<file path="src/rtl/toggle_bank.sv">
// toggle_bank: multi-channel successor to the single-bit toggle cell.
// Each channel runs OFF / TOGGLE / DIVIDE / ONESHOT, selected at run time
// through a valid/ready config port that accepts at most one write per two cycles.
module toggle_bank #(
  parameter int unsigned CHANNELS   = 4,
  parameter int unsigned DIV_W      = 8,
  parameter int unsigned RESET_MODE = 1,
  parameter int unsigned RESET_DIV  = 1,
  localparam int unsigned CH_W      = (CHANNELS > 1) ? $clog2(CHANNELS) : 1
) (
  input  logic                clk,
  input  logic                reset,
  input  logic [CHANNELS-1:0] en,
  input  logic                cfg_valid,
  output logic                cfg_ready,
  input  logic [CH_W-1:0]     cfg_ch,
  input  logic [1:0]          cfg_mode,
  input  logic [DIV_W-1:0]    cfg_div,
  output logic                cfg_err,
  output logic [CHANNELS-1:0] q,
  output logic [CHANNELS-1:0] z
);

  typedef enum logic [1:0] {
    MODE_OFF     = 2'd0,
    MODE_TOGGLE  = 2'd1,
    MODE_DIVIDE  = 2'd2,
    MODE_ONESHOT = 2'd3
  } mode_e;

  localparam mode_e            RST_MODE = mode_e'(RESET_MODE[1:0]);
  localparam logic [DIV_W-1:0] RST_DIV  = DIV_W'(RESET_DIV);

  // Registered per-channel state
  mode_e               mode_r   [CHANNELS];
  logic [DIV_W-1:0]    div_r    [CHANNELS];
  logic [DIV_W-1:0]    cnt_r    [CHANNELS];
  logic [CHANNELS-1:0] active_r;
  logic [CHANNELS-1:0] en_d_r;

  // Next-state values
  mode_e               mode_n   [CHANNELS];
  logic [DIV_W-1:0]    div_n    [CHANNELS];
  logic [DIV_W-1:0]    cnt_n    [CHANNELS];
  logic [CHANNELS-1:0] active_n;
  logic [CHANNELS-1:0] q_n;
  logic [CHANNELS-1:0] z_n;
  logic                cfg_ready_n;
  logic                cfg_err_n;

  // Decoded helpers
  logic                accept;
  logic                ch_ok;
  logic [CHANNELS-1:0] cfg_hit;
  logic [CHANNELS-1:0] rise;
  logic [DIV_W-1:0]    last_cnt [CHANNELS];

  // Config handshake decode and per-channel terminal count / en edge detect
  always_comb begin
    accept  = cfg_valid && cfg_ready;
    ch_ok   = 32'(cfg_ch) < CHANNELS;
    cfg_hit = '0;
    rise    = en & ~en_d_r;
    for (int i = 0; i < int'(CHANNELS); i++) begin
      cfg_hit[i]  = accept && ch_ok && (cfg_ch == CH_W'(i));
      // eff_div - 1, where a programmed divide of zero behaves as one
      last_cnt[i] = (div_r[i] == '0) ? '0 : div_r[i] - DIV_W'(1);
    end
  end

  // Next-state logic: config write overrides mode activity on the addressed channel
  always_comb begin
    cfg_ready_n = ~accept;
    cfg_err_n   = accept && !ch_ok;
    active_n    = active_r;
    q_n         = q;
    z_n         = '0;
    for (int i = 0; i < int'(CHANNELS); i++) begin
      mode_n[i] = mode_r[i];
      div_n[i]  = div_r[i];
      cnt_n[i]  = cnt_r[i];
    end

    for (int i = 0; i < int'(CHANNELS); i++) begin
      if (cfg_hit[i]) begin
        mode_n[i]   = mode_e'(cfg_mode);
        div_n[i]    = cfg_div;
        cnt_n[i]    = '0;
        active_n[i] = 1'b0;
        q_n[i]      = 1'b0;
      end else begin
        case (mode_r[i])
          MODE_OFF: begin
            cnt_n[i]    = '0;
            active_n[i] = 1'b0;
          end
          MODE_TOGGLE: begin
            cnt_n[i]    = '0;
            active_n[i] = 1'b0;
            if (en[i]) q_n[i] = ~q[i];
          end
          MODE_DIVIDE: begin
            active_n[i] = 1'b0;
            if (en[i]) begin
              if (cnt_r[i] >= last_cnt[i]) begin
                cnt_n[i] = '0;
                q_n[i]   = ~q[i];
              end else begin
                cnt_n[i] = cnt_r[i] + DIV_W'(1);
              end
            end
          end
          MODE_ONESHOT: begin
            if (active_r[i]) begin
              // Pulse in flight: count out eff_div high cycles, ignore new edges
              if (cnt_r[i] >= last_cnt[i]) begin
                cnt_n[i]    = '0;
                active_n[i] = 1'b0;
                q_n[i]      = 1'b0;
              end else begin
                cnt_n[i] = cnt_r[i] + DIV_W'(1);
              end
            end else if (rise[i]) begin
              cnt_n[i]    = '0;
              active_n[i] = 1'b1;
              q_n[i]      = 1'b1;
            end
          end
          default: begin
            cnt_n[i] = '0;
          end
        endcase
      end
      z_n[i] = q_n[i] ^ q[i];
    end
  end

  // State register; reset clears outputs and reloads power-on modes immediately
  always_ff @(posedge clk or negedge reset) begin
    if (!reset) begin
      cfg_ready <= 1'b0;
      cfg_err   <= 1'b0;
      q         <= '0;
      z         <= '0;
      active_r  <= '0;
      en_d_r    <= '0;
      for (int i = 0; i < int'(CHANNELS); i++) begin
        mode_r[i] <= RST_MODE;
        div_r[i]  <= RST_DIV;
        cnt_r[i]  <= '0;
      end
    end else begin
      cfg_ready <= cfg_ready_n;
      cfg_err   <= cfg_err_n;
      q         <= q_n;
      z         <= z_n;
      active_r  <= active_n;
      en_d_r    <= en;
      for (int i = 0; i < int'(CHANNELS); i++) begin
        mode_r[i] <= mode_n[i];
        div_r[i]  <= div_n[i];
        cnt_r[i]  <= cnt_n[i];
      end
    end
  end

endmodule
</file>
<file path="config.mk">
export PLATFORM = sky130hd
export DESIGN_NAME = toggle_bank
export DESIGN_NICKNAME = d
export VERILOG_FILES = /design/src/rtl/toggle_bank.sv
export SDC_FILE = /design/constraint.sdc
export NUM_CORES = 1
export LEC_CHECK = 0
export BUFFER_PORTS_ARGS = -buffer_cell sky130_fd_sc_hd__buf_2
export CAP_MARGIN = 10
export CELL_PAD_IN_SITES_DETAIL_PLACEMENT = 0
export CELL_PAD_IN_SITES_GLOBAL_PLACEMENT = 2
export CORE_UTILIZATION = 40
export DETAILED_ROUTE_END_ITERATION = 6
export PLACE_DENSITY = 0.77
export SYNTH_ARGS = -nofsm -noshare
export SYNTH_HDL_FRONTEND = slang
export SYNTH_SLANG_ARGS = --single-unit
export TNS_END_PERCENT = 50
</file>
<file path="constraint.sdc">
create_clock -name clk -period 4.1 [get_ports clk]
set_clock_uncertainty 0.1 [all_clocks]
set_input_delay 0.205 -clock clk [delete_from_list [all_inputs] [get_ports clk]]
set_output_delay 0.205 -clock clk [all_outputs]
set_load 0.03 [all_outputs]
</file>
==> qor.csv, run 1 <==
stage;metric;value;unit
status;status;finished clean;
worst_setup_path;R2R Path Start;div_r[1];
grt;first-pass GRT wire length;20000;um
routing;Iteration-0 DRC Markers;170;
synth;Synth Area in Adders;10.6;%
floorplan;core footprint;13300;sq um
floorplan;Starting Density;41.2;%
routing;DRC viols;0;
cts;root buffer cell;clkbuf_16;
min_path;WHS Path Cells;3;
synth;Synth warnings;0;
synth;Post-Synth Simple-Gate Area;20.5;%
finish;final design utilization;46.3;%
grt;vias in the first global route;4099;
sta;worst slew pin tran;0.721;ns
job;max-cap violations;0;
cts;clock-pin slew of the registers on the worst-case setup and hold paths;0.07;ns
finish;multi-input logic area;3090;sq um
sta;FMAX;0.275;GHz
grt;grt ovf;0;
synth;ys flop type;dfrtp_1;
synth;EDFF count, synth;0;
routing;routed via count;4168;
placement;Placer Congestion;0.770;
cts;H-tree levels;3;
cts;Post CTS Setup Buffer Count;0;
worst_setup_path;CP max stage delay;0.41;ns
finish;# fillers;1315;
sta;setup TNS;0;ns
cts;clock buffer depth;2;
floorplan;die height;119;um
grt;initial antenna violation count;0;
worst_setup_path;CP delay by family, top;compound AO/OA/AOI/OAI gates;
synth;top post-synthesis cells by count;86 x nand2_1, 81 x dfrtp_1, 44 x ha_1;
cts;CTS tree;yes;
synth;sequential area share after synthesis;40.8;%
grt;largest net degree at the start of global routing;55;
synth;most common cell in the netlist;nand2_1;
sta;RSZ-0062 raised after global routing;false;
routing;wire length per cell;14.7;um
placement;port bufs;27;
sta;setup violators final;0;
sta;fin crit period;3.64;ns
synth;synth unique cells;62;
finish;number of antenna diodes;0;
sta;Final Hold Viols;0;
finish;Post-Layout Cell Count;781;
synth;share of the synthesized area in the top cell type;37.0;%
power_and_ir_drop;Peak VDD IR;219;uV
synth;Syn Nets;630;
power_and_ir_drop;Pwr Total;3.05;mW
synth;area of the mapped netlist;5480;sq um
synth;Synth area leader;dfrtp_1;
routing;drt total wl;11500;um
routing;TritonRoute pass-1 iters;4;
cts;cts repair resizes;0;
synth;fraction of registers with async set/reset;100;%
worst_setup_path;worst-case reg-to-reg path depth;15;
worst_setup_path;crit path cell chain;inv_1 > ha_1 > nor2b_1 > nand3b_1 > or3_1 > o21ai_0 > ha_1 > a211o_1 > a31oi_1 > o21a_1 > ha_1 > a22o_1 > a221o_1 > o21ai_0 > xor2_1;
grt;total track usage;18.0;%
floorplan;# rows;42;
synth;Synth Area in XOR/XNOR;2.88;%
worst_setup_path;Critical Path AT;3.82;ns
min_path;HP Start;cfg_div[5];
synth;register bit total from synthesis;89;
cts;CTS Buf Count;9;
placement;placed cell count;759;
routing;Vias per Instance;5.34;
worst_setup_path;critical path data required time;4.28;ns
worst_setup_path;worst path bufs/invs;1;
cts;clk_lat worst skew;0.35;ns
floorplan;die area;14200;sq um
worst_setup_path;Top cell by count, worst path;ha_1;
worst_setup_path;CP max stage cell;or3_1;
worst_setup_path;Startpoint Class;flip-flop;
power_and_ir_drop;Lkg Pwr;2.85;nW
floorplan;I/O pin cnt;29;
worst_setup_path;r2r endpoint;z[3];
min_path;Worst Hold Class;in2reg;
synth;Post-Syn Instances;567;
floorplan;DIE WIDTH;119;um
sta;max-slew violation count;0;
finish;Register Area;2240;sq um
sta;hold slack;0.0200;ns
power_and_ir_drop;pwr/cell area;496;nW/um^2
worst_setup_path;CP Class;reg2reg;
synth;main combinational cell family by area after synthesis;simple AND/OR/NAND/NOR gates;
sta;Max-slew headroom;51.7;%
worst_setup_path;critical path endpoint category;flip-flop;
finish;area grow syn2layout;12.3;%
synth;Synth Area in Compound Gates;14.5;%
finish;share of cells above drive strength 1;16.2;%
worst_setup_path;setup slack, reg-to-reg;0.46;ns
routing;antenna-violating nets left;0;
min_path;Hold EP;div_r[29];
cts;Sink Count;89;
sta;period utilization;88.7;%
worst_setup_path;CP Max Fanout;6;
placement;hpwl dp;8220;um
synth;ranking of synthesized cells by area;dfrtp_1 37%, ha_1 10%, mux2_2 6.4%, nand2_1 5.9%, dfstp_2 3.8%;
synth;mux contribution to synthesized area;7.83;%
synth;Post-Syn Area per Cell;9.67;sq um
finish;final net count;663;
==> power breakdown <==
part           leakage [nW]  switching (mW)  internal, mW  total (mW)
registers              1.12           0.184          1.05        1.23
clock network         0.149           0.365         0.491       0.857
logic                  1.59           0.529         0.436       0.966
==> per-layer routing <==
layer	part of all wire, %	up-vias	track usage (%)
met1	49	1999	24.6
met4	1.6	0	6.65
met3	4.2	16	4.07
li1	-	2096	-
met5	0	-	0
met2	45	57	27.6
==> placed cells by master, fill, tap and decap left out, types with 8 or more instances in the layout <==
cell type | synthesis | routed
nand2b_1 | 15 | 15
and2_1 | 8 | 8
dfstp_2 | 8 | 8
buf_2 | 2 | 26
nor2b_1 | 17 | 17
nand3_1 | 16 | 16
and3_1 | 13 | 13
dfrtp_1 | 81 | 81
ha_1 | 44 | 44
inv_1 | 21 | 21
o21ai_1 | 8 | 8
nor2_1 | 30 | 30
o21ai_0 | 38 | 38
clkbuf_16 | 0 | 9
a31oi_1 | 8 | 8
a21oi_1 | 8 | 8
mux2_2 | 31 | 31
nand2_1 | 86 | 86
nor3_1 | 13 | 13
mux2i_1 | 8 | 8
xor2_1 | 12 | 12
==> layout make-up <==
cell class                 count  share of cell area [%]
tap                          176                    3.58
timing repair buffer          36                    3.58
multi-input combinational    443                    50.3
clock inverter                 6                    1.06
sequential                    89                    36.4
inverter                      21                    1.28
clock buffer                  10                    3.88
==> state kept, by name (all words and copies together), names as in the netlist <==
name       count
cnt_r         32
div_r         32
mode_r         8
active_r       4
en_d_r         4
q              4
z              4
cfg_ready      1
==> tightest hold or removal path: cells and delay by family <==
kind | cells | cell delay [ns]
buffers and inverters | 1 | 0.13
AND/OR/NAND/NOR | 2 | 0.10
==> timing repair <==
| item | in CTS | in global routing |
|---|---|---|
| hold buffers | 6 | 0 |
| hold endpoints to repair | 54 | 0 |
| endpoints found under the setup margin | 0 | 0 |
==> per-stage QoR <==
| stage | cell area (sq um) | worst slack [ns] |
|---|---|---|
| 6_report | 6150 | 0.463 |
| 2_1_floorplan | 5480 | 0.585 |
| 3_5_place_dp | 5790 | 0.445 |
| 5_1_grt | 6150 | 0.196 |
| 3_3_place_gp | 5790 | 0.564 |
| 4_1_cts | 6150 | 0.419 |
==> cells by family (layout without fill, tap and decap cells) <==
family | count (synthesis) | in the layout
flip-flops | 89 | 89
XOR/XNOR | 18 | 18
buffers and inverters | 35 | 73
adder cells (fa/ha/maj) | 47 | 47
AND/OR/NAND/NOR | 224 | 224
other | 1 | 1
AO/OA/AOI/OAI | 114 | 114
multiplexers | 39 | 39
==> how the worst max path moves through the flow <==
stage                      end      start  slack [ns]  cells after the start
after global routing      z[3]   div_r[0]        0.20                     15
after floorplan           z[1]  div_r[17]        0.59                     16
final                     z[3]   div_r[1]        0.46                     15
after global placement    z[3]   div_r[1]        0.56                     15
after CTS                 z[3]   div_r[1]        0.42                     15
after detailed placement  z[3]   div_r[1]        0.44                     15
No activity file was read; power rests on OpenSTA's default activity.
==> run 2: changes to the inputs <==
Settings changed: ABC_AREA set to 1, CORE_UTILIZATION 40 to 36, SLEW_MARGIN set to 10.
==> run 2 against run 1 <==
  * Global-route usage is 1.3 points lower
  * Wire length is 9.6% higher
  * Combinational power is 11% higher
  * Worst setup slack better by 0.40 ns
  * Non-clock buffer count is 6 higher
  * Sequential share of layout area is 2.0 points lower
  * Register-to-register slack better by 0.40 ns
  * Sequential power hardly changed
  * Critical path type unchanged
==> qor.csv, run 2 <==
stage;metric;value;unit;change
synth;Syn Nets;846;;+34%
floorplan;# rows;45;;+7.1%
sta;period utilization;78.9;%;-9.8 points
sta;FMAX;0.309;GHz;+12%
floorplan;DIE WIDTH;128;um;+7.5%
worst_setup_path;Startpoint Class;flip-flop;;
sta;Max-slew headroom;46.1;%;-5.6 points
worst_setup_path;critical path endpoint category;flip-flop;;
routing;drt total wl;12600;um;+9.6%
synth;Post-Syn Area per Cell;7.30;sq um;-25%
worst_setup_path;CP Class;reg2reg;;
routing;DRC viols;0;;unchanged
worst_setup_path;r2r endpoint;z[0];;
routing;routed via count;4832;;+16%
placement;hpwl dp;9450;um;+15%
synth;Synth area leader;dfrtp_1;;
placement;Placer Congestion;0.783;;+1.6%
cts;cts repair resizes;0;;unchanged
synth;sequential area share after synthesis;39.2;%;-1.7 points
cts;CTS Hold Bufs;13;;+7
synth;ranking of synthesized cells by area;dfrtp_1 35%, nand2_1 13%, ha_1 9.6%, inv_1 7.9%, nor2_1 5.2%;;
cts;clock buffer depth;2;;unchanged
cts;Sink Count;89;;unchanged
sta;setup TNS;0;ns;unchanged
synth;Post-Syn Instances;783;;+38%
worst_setup_path;Critical Path AT;3.37;ns;-0.45 ns
finish;share of cells above drive strength 1;9.67;%;-6.5 points
power_and_ir_drop;Peak VDD IR;228;uV;+4.1%
worst_setup_path;CP Max Fanout;5;;-1
sta;RSZ-0062 raised after global routing;false;;
synth;fraction of registers with async set/reset;100;%;unchanged
worst_setup_path;worst-case reg-to-reg path depth;22;;+7
finish;commonest non-fill, non-tap cell in the layout;nand2_1;;
worst_setup_path;critical path data required time;4.23;ns;-0.05 ns
finish;multi-input logic area;2920;sq um;-5.5%
synth;area of the mapped netlist;5710;sq um;+4.2%
min_path;Hold EP;div_r[3];;
synth;register bit total from synthesis;89;;unchanged
finish;number of antenna diodes;0;;unchanged
sta;Final Hold Viols;0;;unchanged
placement;port bufs;27;;unchanged
routing;Iteration-0 DRC Markers;196;;+15%
finish;area grow syn2layout;14.1;%;
finish;Register Area;2240;sq um;unchanged
finish;# fillers;1575;;+20%
min_path;WHS Path Cells;3;;unchanged
synth;most common cell in the netlist;nand2_1;;
floorplan;I/O pin cnt;29;;unchanged
grt;first-pass GRT wire length;21600;um;+8.1%
routing;Vias per Instance;4.66;;-13%
job;max-cap violations;0;;unchanged
cts;clock-pin slew of the registers on the worst-case setup and hold paths;0.07;ns;about the same
finish;Largest regs;cnt_r x32, div_r x32, mode_r x8;;
cts;Post CTS Setup Buffer Count;0;;unchanged
floorplan;core footprint;15400;sq um;+16%
floorplan;Starting Density;37.2;%;-4.1 points
synth;EDFF count, synth;0;;unchanged
floorplan;die height;128;um;+7.5%
cts;CTS Buf Count;9;;unchanged
synth;synth unique cells;36;;-42%
synth;ys flop type;dfrtp_1;;
cts;H-tree levels;3;;unchanged
power_and_ir_drop;Lkg Pwr;3.36;nW;+18%
synth;share of the synthesized area in the top cell type;35.5;%;-1.5 points
grt;grt ovf;0;;unchanged
synth;Synth warnings;0;;unchanged
min_path;HP Start;cfg_div[3];;
routing;wire length per cell;12.1;um;-18%
floorplan;die area;16400;sq um;+16%
grt;largest net degree at the start of global routing;61;;+11%
cts;root buffer cell;clkbuf_16;;
min_path;Worst Hold Class;in2reg;;
synth;top post-synthesis cells by count;198 x nand2_1, 120 x inv_1, 81 x dfrtp_1;;
sta;max-slew violation count;0;;unchanged
sta;hold slack;0.0105;ns;-0.00951 ns
grt;total track usage;16.7;%;-1.3 points
worst_setup_path;R2R Path Start;div_r[24];;
grt;vias in the first global route;4612;;+13%
finish;final design utilization;42.4;%;-3.9 points
routing;TritonRoute pass-1 iters;4;;unchanged
finish;commonest non-fill, non-tap cells in the layout;198 x nand2_1, 120 x inv_1, 81 x dfrtp_1;;
cts;clk_lat worst skew;0.34;ns;about the same
sta;setup violators final;0;;unchanged
sta;fin crit period;3.23;ns;-0.403 ns
finish;final net count;885;;+33%
worst_setup_path;setup slack, reg-to-reg;0.87;ns;+0.40 ns
grt;initial antenna violation count;0;;unchanged
status;status;finished clean;;
routing;antenna-violating nets left;0;;unchanged
sta;worst slew pin tran;0.809;ns;+0.0874 ns
cts;CTS tree;yes;;
power_and_ir_drop;pwr/cell area;497;nW/um^2;+0.17%
run 2: worst max path at each step:
stage                   start   end  slack [ns]  cells after the start
floorplan           div_r[24]  z[0]        1.13                     22
global placement    div_r[24]  z[0]        0.90                     22
detailed placement  div_r[24]  z[0]        0.84                     22
CTS                 div_r[24]  z[0]        0.83                     22
global route        div_r[24]  z[0]        0.54                     22
finish              div_r[24]  z[0]        0.87                     22
run 2: final cells by class:
class,count,share of cell area [%]
clock inverters,5,1.57
repair buffers,42,4.34
flip-flops and latches,89,34.3
multi-input cells,556,44.8
well taps,211,4.05
clock buffers,11,3.73
inverters,124,7.14
run 2: kinds of logic (layout without fill, tap and decap cells):
group,after synthesis,in the layout,synth area share [%]
and+or+nand+nor,381,381,28.5
AOI/OAI and AO/OA,117,117,11.0
xor gates and xnor gates,13,13,1.99
DFF,89,89,39.2
other,1,1,0.0656
buffers and inverters,138,182,9.70
adders and majority gates,44,44,9.64
run 2: layer usage:
| layer | global-route usage [%] | share of wire, % | up-vias |
|---|---|---|---|
| li1 | - | - | 2589 |
| met1 | 22.2 | 51 | 2182 |
| met2 | 27.4 | 46 | 46 |
| met3 | 2.55 | 2.3 | 15 |
| met4 | 6.37 | 1.6 | 0 |
| met5 | 0 | 0 | - |
run 2: where the power goes:
| part | internal, mW | switching (mW) | total [mW] | leakage [nW] |
|---|---|---|---|---|
| Sequential | 1.04 | 0.155 | 1.20 | 1.13 |
| Combinational | 0.411 | 0.662 | 1.07 | 2.06 |
| Clock | 0.612 | 0.358 | 0.970 | 0.166 |
| Total | 2.06 | 1.18 | 3.24 | 3.36 |
run 2: worst max-delay path: stages, from the launching register on:
cell and delay [ns]:
dfstp_2 0.55, inv_1 0.04, ha_1 0.21, nand2_1 0.09, nor2_1 0.06, nand3_1 0.14, inv_1 0.08, or2_2 0.28
ha_1 0.30, nand2_1 0.05, nand3_1 0.07, nand2_1 0.05, nand2_1 0.05, nand2_1 0.10, nand2_1 0.14, inv_1 0.06
ha_1 0.26, o22ai_1 0.12, nand2_1 0.07, nand3_1 0.08, nand3_1 0.09, nand2_1 0.08, nand2_1 0.05
run 2: metrics by stage:
stage / instance area (sq um) / setup WS, ns / cells / power [mW]
after floorplan: 5710 / 1.13 / 783 / 2.03
after global placement: 6040 / 0.902 / 1009 / 2.27
after detailed placement: 6040 / 0.842 / 1009 / 2.29
after CTS: 6520 / 0.828 / 1038 / 3.29
after global routing: 6520 / 0.537 / 1038 / 3.53
final: 6520 / 0.866 / 1038 / 3.24
